`config.mk`:
```
export PLATFORM = sky130hd
export DESIGN_NAME = multicycle_adder
export DESIGN_NICKNAME = d
export VERILOG_FILES = /design/src/rtl/multicycle_adder.sv
export SDC_FILE = /design/constraint.sdc
export NUM_CORES = 1
export LEC_CHECK = 0
export BUFFER_PORTS_ARGS = -buffer_cell sky130_fd_sc_hd__buf_2
export CELL_PAD_IN_SITES_DETAIL_PLACEMENT = 1
export CELL_PAD_IN_SITES_GLOBAL_PLACEMENT = 2
export CORE_MARGIN = 8
export CORE_UTILIZATION = 34
export CTS_BUF_LIST = sky130_fd_sc_hd__clkbuf_8
export CTS_CLUSTER_DIAMETER = 40
export DETAILED_ROUTE_END_ITERATION = 10
export PLACE_DENSITY_LB_ADDON = 0.08
export REMOVE_ABC_BUFFERS = 1
export SLEW_MARGIN = 20
export SYNTH_ARGS = -nofsm -noshare
export SYNTH_HDL_FRONTEND = slang
export SYNTH_SLANG_ARGS = --single-unit
```
`constraint.sdc`:
```
create_clock -name clk -period 3.9 [get_ports clk]
set_input_delay 0.195 -clock clk [delete_from_list [all_inputs] [get_ports clk]]
set_output_delay 0.195 -clock clk [all_outputs]
set_load 0.005 [all_outputs]
```
`src/rtl/multicycle_adder.sv`:
```
// Sequential WIDTH-bit adder, CHUNK bits per cycle, start/busy/done handshake.
// Define MULTICYCLE_ADDER_OVF_EN to add the signed-overflow output ovf.
module full_adder (
  input  logic a,
  input  logic b,
  input  logic ci,
  output logic s,
  output logic co
);
  assign s  = a ^ b ^ ci;
  assign co = (a & b) | (ci & (a ^ b));
endmodule

module multicycle_adder #(
  parameter int WIDTH = 16,
  parameter int CHUNK = 4
) (
  input  logic             clk,
  input  logic             rst_n,
  input  logic             start,
  input  logic [WIDTH-1:0] a,
  input  logic [WIDTH-1:0] b,
  input  logic             cin,
  output logic             busy,
  output logic             done,
  output logic [WIDTH-1:0] sum,
`ifdef MULTICYCLE_ADDER_OVF_EN
  output logic             ovf,
`endif
  output logic             cout
);
  localparam int NCH = WIDTH / CHUNK;
  localparam int CW  = (NCH > 1) ? $clog2(NCH) : 1;
  localparam logic [CW-1:0] LAST = CW'(NCH - 1);

  typedef enum logic [1:0] {
    IDLE,
    RUN,
    DONE
  } state_t;

  state_t           state;
  logic [WIDTH-1:0] a_q;
  logic [WIDTH-1:0] b_q;
  logic             carry;
  logic [CW-1:0]    cnt;
  logic [CHUNK-1:0] ca;
  logic [CHUNK-1:0] cb;
  logic [CHUNK-1:0] cs;
  logic [CHUNK:0]   rc;

  assign ca    = a_q[int'(cnt)*CHUNK +: CHUNK];
  assign cb    = b_q[int'(cnt)*CHUNK +: CHUNK];
  assign rc[0] = carry;

  for (genvar i = 0; i < CHUNK; i++) begin : g_fa
    full_adder u_fa (
      .a (ca[i]),
      .b (cb[i]),
      .ci(rc[i]),
      .s (cs[i]),
      .co(rc[i+1])
    );
  end

  always_ff @(posedge clk) begin
    if (!rst_n) begin
      state <= IDLE;
      busy  <= 1'b0;
      done  <= 1'b0;
      sum   <= '0;
      cout  <= 1'b0;
      cnt   <= '0;
      carry <= 1'b0;
      a_q   <= '0;
      b_q   <= '0;
`ifdef MULTICYCLE_ADDER_OVF_EN
      ovf   <= 1'b0;
`endif
    end else begin
      unique case (state)
        IDLE, DONE: begin
          done <= 1'b0;
          if (start) begin
            state <= RUN;
            a_q   <= a;
            b_q   <= b;
            carry <= cin;
            cnt   <= '0;
            busy  <= 1'b1;
          end else begin
            state <= IDLE;
          end
        end
        RUN: begin
          sum[int'(cnt)*CHUNK +: CHUNK] <= cs;
          carry <= rc[CHUNK];
          cnt   <= cnt + CW'(1);
          if (cnt == LAST) begin
            state <= DONE;
            done  <= 1'b1;
            busy  <= 1'b0;
            cout  <= rc[CHUNK];
`ifdef MULTICYCLE_ADDER_OVF_EN
            // top chunk's MSB is the final sum sign
            ovf <= (a_q[WIDTH-1] == b_q[WIDTH-1]) &&
                   (cs[CHUNK-1] != a_q[WIDTH-1]);
`endif
          end
        end
        default: state <= IDLE;
      endcase
    end
  end
endmodule

```
After elaboration in Yosys (flattened, before gate mapping)
Cells that the tools add are included.

Register bits: 56. Input bits: 36. Output and inout port bits: 19. Word-level logic and storage cells: 61.

Shift-type cells: 4. Reduce and logical (&&, ||, !) cells: 8. Bitwise operators: 20. Muxes and demuxes: 13. $add $sub $neg: 2. Eq/ne operators: 5.

Operator list (count): $neg A4 Y33 (1); $shift A4 B33 Y16 const A (1); $shiftx A4 B33 Y16 (1); $shiftx A16 B5 Y4 (2); $bwmux W16 (1); $and A1 B1 Y1 (8); $pmux W2 S2 (2); $reduce_and A2 Y1 (4); $xor A1 B1 Y1 (8); $pmux W1 S2 (3); $mux W1 (5); $eq A2 B2 Y1 const B (2); $mux W2 (2); $ne A2 B2 Y1 const B (2); $or A1 B1 Y1 (4); $reduce_and A3 Y1 (1); $add A2 B1 Y2 const B (1); $eq A2 B1 Y1 const B (1); $logic_not A2 Y1 (1); $reduce_bool A2 Y1 (1); $reduce_or A2 Y1 (1).

Longest topological paths before layout
Depth in word-level cells: 11. Depth in mapped cells: 12. Depth with buffers taken out: 11.

By module
From an unflattened synthesis, not the netlist that was laid out.

Cell total of the unflattened synthesis: 251. Area, all modules: 2464.9 um^2.

Modules (own cells, without submodules): multicycle_adder (area an instance 2384.8 um^2, times used 1, cells an instance 247); full_adder (area an instance 20.0 um^2, times used 4, cells an instance 1).

Worst setup path before layout
OpenSTA, ideal clock, no wires.

Path kind: register to register. From: register cnt[0]. To: register sum[15]. Stages on the path, launching flop included: 12. Slack: 1.042 ns. Period minus slack after synthesis: 2.858 ns. Arrival: 2.741 ns. Cells stage by stage: dfxtp_1 -> buf_2 -> mux4_2 -> inv_1 -> fa_1 -> inv_1 -> fa_1 -> inv_1 -> fa_1 -> inv_1 -> fa_1 -> a22o_1.

Longest elaborated chain between the ends: 11. Elaborated cells on any way between the ends: 23.

RTL lines: start, declared (RTL line 46) `logic [CW-1:0] cnt;`; start signal, assigned (RTL line 98) `cnt <= cnt + CW'(1);`; $shiftx A16 B5 Y4 (on tied branches) (RTL line 52, 53); $xor A1 B1 Y1 (RTL line 10, 11); $and A1 B1 Y1 (RTL line 11) `assign co = (a & b) | (ci & (a ^ b));`; $or A1 B1 Y1 (RTL line 11); $and A1 B1 Y1 (RTL line 11); $or A1 B1 Y1 (RTL line 11); $and A1 B1 Y1 (RTL line 11); $or A1 B1 Y1 (RTL line 11); $xor A1 B1 Y1 (RTL line 10) `assign s = a ^ b ^ ci;`; $shiftx A4 B33 Y16 (RTL line 96) `sum[int'(cnt)*CHUNK +: CHUNK] <= cs;`; $bwmux W16 * (RTL line 96); end signal, assigned by index (RTL line 96); end, declared (RTL line 26) `output logic [WIDTH-1:0] sum,`.

Mark *: on every way between the ends. The rest lies on a longest branch, timed or not. A chain may end at the register's enable or synchronous reset.

Final worst setup path
From: register cnt[1]. To: register sum[15].

Same word-level chain as after synthesis.

==> summary.md <==
| Metric | Value |
|---|---|
| Number of port buffers | `54` |
| Diode insertion count for antenna repair | `0` |
| Max Used Layer | `met4` |
| Setup repair after global routing missed its margin | `false` |
| Clk_lat worst skew | `300 ps` |
| Core Area | `7180 um2` |
| Setup bufs post-CTS | `0` |
| Clock Sinks | `56` |
| CP Launch Type | `flip-flop` |
| Final count of pins violating max slew | `0` |
| Number of global-route vias before repair | `2010` |
| X dimension of the die | `102 um` |
| Number of I/O pins | `55` |
| Clock input transition at the sequential cells of the worst setup and hold paths | `100 ps` |
| Normalized max-slew margin | `46.6%` |
| Global-route wire length before repair | `10100 um` |
| Area of the mapped netlist | `2490 um2` |
| Number of max-cap violations | `0` |
| Final weighted congestion in routability-driven placement | `0.761` |
| Hold slack | `118 ps` |
| Area Growth Syn to Fin | `16.7%` |
| TritonCTS clock tree | `done` |
| Final nets | `352` |
| Count of warnings emitted by yosys | `0` |
| Sort of element at the end of the critical path | `flip-flop` |
| Proportion of synthesized flip-flops having asynchronous set or reset | `0%` |
| Length of routed met2 wiring | `2780 um` |
| Most instantiated cells after synthesis | `69 x sky130_fd_sc_hd__nand2_1, 56 x sky130_fd_sc_hd__dfxtp_1, 24 x sky130_fd_sc_hd__a21boi_0` |
| Met3 WL | `302 um` |
| Filler cells | `869` |
| First-pass iteration count of the detailed router | `4` |
| Placed insts | `398` |
| Dominant cell type by area after synthesis | `sky130_fd_sc_hd__dfxtp_1` |
| Fraction of synthesized cell area taken by the top area cell type | `45.0%` |
| Maximum number of pins on one net before global-route repair | `52` |
| Crit path from | `cnt[1]` |
| Slew of the pin with the lowest slew margin | `801 ps` |
| VDD IR max | `0.000125 V` |
| Post-detailed-route via-to-cell ratio | `4.75` |
| Worst setup endpoint | `sum[15]` |
| Count of routing violations after the opening detailed-route iteration | `133` |
| Total power per unit cell area | `374 nW/um2` |
| Run status | `completed` |
| Time the worst path needs with I/O delays and setup | `3020 ps` |
| Crit Path Max Fanout | `13` |
| Antenna violations before repair | `0` |
| Number of DRC violations after detailed routing | `0` |
| Hold-fix buffers, CTS | `0` |
| Number of gates resized after cts | `0` |
| Combinational group share of total power | `13.8%` |
| Clk root buf | `sky130_fd_sc_hd__clkbuf_8` |
| Count of state elements after synthesis | `56` |
| Predominant post-synthesis flop cell | `sky130_fd_sc_hd__dfxtp_1` |
| Sequential group share of total power | `56.6%` |
| Depth of the CTS H-tree | `2` |
| Worst R2R Setup Slack | `880 ps` |
| Die Y-Extent | `102 um` |
| Most frequent cell after synthesis | `sky130_fd_sc_hd__nand2_1` |
| Count of vias placed by the detailed router | `1930` |
| Number of buffers on the longest clock path | `2` |
| Inserted Clock Buffers | `5` |
| Worst EP arrival | `3220 ps` |
| Number of cells on the worst reg-to-reg path | `10` |
| Worst flop-to-flop path startpoint | `cnt[1]` |
| Half-perimeter wire length after placement | `4460 um` |
| Power spent charging and discharging nets | `0.285 mW` |
| Upper clock frequency limit | `331 MHz` |
| Non-filler cells, final | `406` |
| Detail Route Antenna Nets | `0` |
| Tot GR Track Use | `12.5%` |
| Std cell rows | `31` |
| Worst hold stages | `3` |
| WS Path Type | `flip-flop to flip-flop` |
| Final period utilization | `77.4%` |
| Required time of the critical path | `4100 ps` |
| Setup Total Neg Slack | `0 ps` |
| Post-route met1 wirelength | `2940 um` |
| Net switching share of the total power | `26.2%` |
| Fraction of the yosys area taken by sequential cells | `45.0%` |
| Hold Violations, Final | `0` |
| Final wirelength | `6080 um` |
| Worst R2R End | `sum[15]` |
| Type of the worst min-delay path | `primary input to flip-flop` |
| Synth Area per Inst | `9.68 um2` |
| Area enclosed by the die boundary | `10300 um2` |
| Final design utilization | `40.5%` |
| Clock power frac | `29.5%` |
| Drt wl/cell | `15.0 um` |
| Standby leakage power | `1.26 nW` |
| Ratio of cells with drive above 1 in the final layout | `24.8%` |
| Number of flops mapped to enable cells by yosys | `0` |
| Internal power | `0.803 mW` |
| Distinct cell type count of the synthesized netlist | `34` |
| Synthesized instance count | `257` |
| Sum of overflow across all layers after global routing | `0` |
| Post-route clock skew | `6.46 ps` |
| Starting Density | `34.7%` |
| Most area-consuming cells after synthesis | `sky130_fd_sc_hd__dfxtp_1 45%, sky130_fd_sc_hd__nand2_1 10%, sky130_fd_sc_hd__a21boi_0 7.2%, sky130_fd_sc_hd__mux4_2 7.2%, sky130_fd_sc_hd__a22o_1 3.9%` |
| Final setup violation count | `0` |
final cells by class:
| type | instances | area [um2] | area share [%] |
|---|---|---|---|
| inverters | 14 | 52.6 | 1.81 |
| repair buffers | 57 | 293 | 10.1 |
| well taps | 99 | 124 | 4.26 |
| clock buffers | 6 | 82.6 | 2.84 |
| clock inverters | 2 | 7.51 | 0.258 |
| multi-input cells | 172 | 1220 | 42.2 |
| flip-flops and latches | 56 | 1120 | 38.6 |
flip-flops by register name (all words and copies together), names as in the netlist:
signal  count
sum        16
b_q        16
busy        1
cnt         2
cout        1
a_q        16
done        1
carry       1
state       2
power groups by stage:
stage | logic (mW) | clock network (mW) | registers (mW)
after detailed placement | 0.155 | 0 | 0.630
after global routing | 0.172 | 0.357 | 0.621
after global placement | 0.152 | 0 | 0.630
after CTS | 0.156 | 0.334 | 0.617
final | 0.151 | 0.321 | 0.616
after floorplan | 0.0903 | 0 | 0.626
worst min-delay path by stage:
stage / start / end / slack, ps
after global placement: a[2] / a_q[2] / 440
after detailed placement: a_q[0] / a_q[0] / 450
final: b[14] / b_q[14] / 120
after floorplan: rst_n / state[0] / 320
after global routing: b[14] / b_q[14] / 110
after CTS: b[13] / b_q[13] / 110
cells by family after synthesis:
logic type / share of synthesized area, %
buf+inv: 5.83
compound gates: 17.7
simple gates: 17.9
fa+ha+maj: 6.23
flops: 45.0
mux: 7.24
layer usage:
metal	track usage (%)	vias up
met2	19.3	43
met4	3.78	0
met5	0	-
met1	16.4	917
met3	3.51	5
li1	-	965
cells in the final DEF, fill, tap and decap left out, drive strengths merged:
cell type  synthesis  final
a21boi            35     35
a21o               4      4
a21oi              2      2
a22o              11     11
and2               1      1
and2b              1      1
and3               4      4
and4b              1      1
buf               10     57
clkbuf             5      6
dfxtp             56     56
fa                 4      4
ha                 6      6
inv               14     16
mux4               8      8
nand2             69     69
nand2b             3      3
nand3              5      5
nand3b             2      2
nand4              1      1
nand4bb            1      1
nor2               1      1
nor2b              2      2
nor3               2      2
nor3b              2      2
nor4               1      1
o21ai              4      4
o221ai             1      1
o41ai              1      1
worst max-delay path, stage by stage, from the launching register on:
cell	delay, ps
sky130_fd_sc_hd__dfxtp_1	710
sky130_fd_sc_hd__mux4_2	330
sky130_fd_sc_hd__inv_1	50
sky130_fd_sc_hd__fa_1	380
sky130_fd_sc_hd__inv_1	70
sky130_fd_sc_hd__fa_1	170
sky130_fd_sc_hd__inv_1	50
sky130_fd_sc_hd__fa_1	350
sky130_fd_sc_hd__inv_1	70
sky130_fd_sc_hd__fa_1	490
sky130_fd_sc_hd__a22o_1	240
per-stage QoR:
step | cell area, um2 | power, mW | setup slack, ps
after global placement | 2820 | 0.783 | 981
after CTS | 2910 | 1.11 | 868
after global routing | 2910 | 1.15 | 737
after detailed placement | 2820 | 0.785 | 900
after floorplan | 2400 | 0.716 | 973
final | 2910 | 1.09 | 883
No activity file was read; power rests on OpenSTA's default activity.
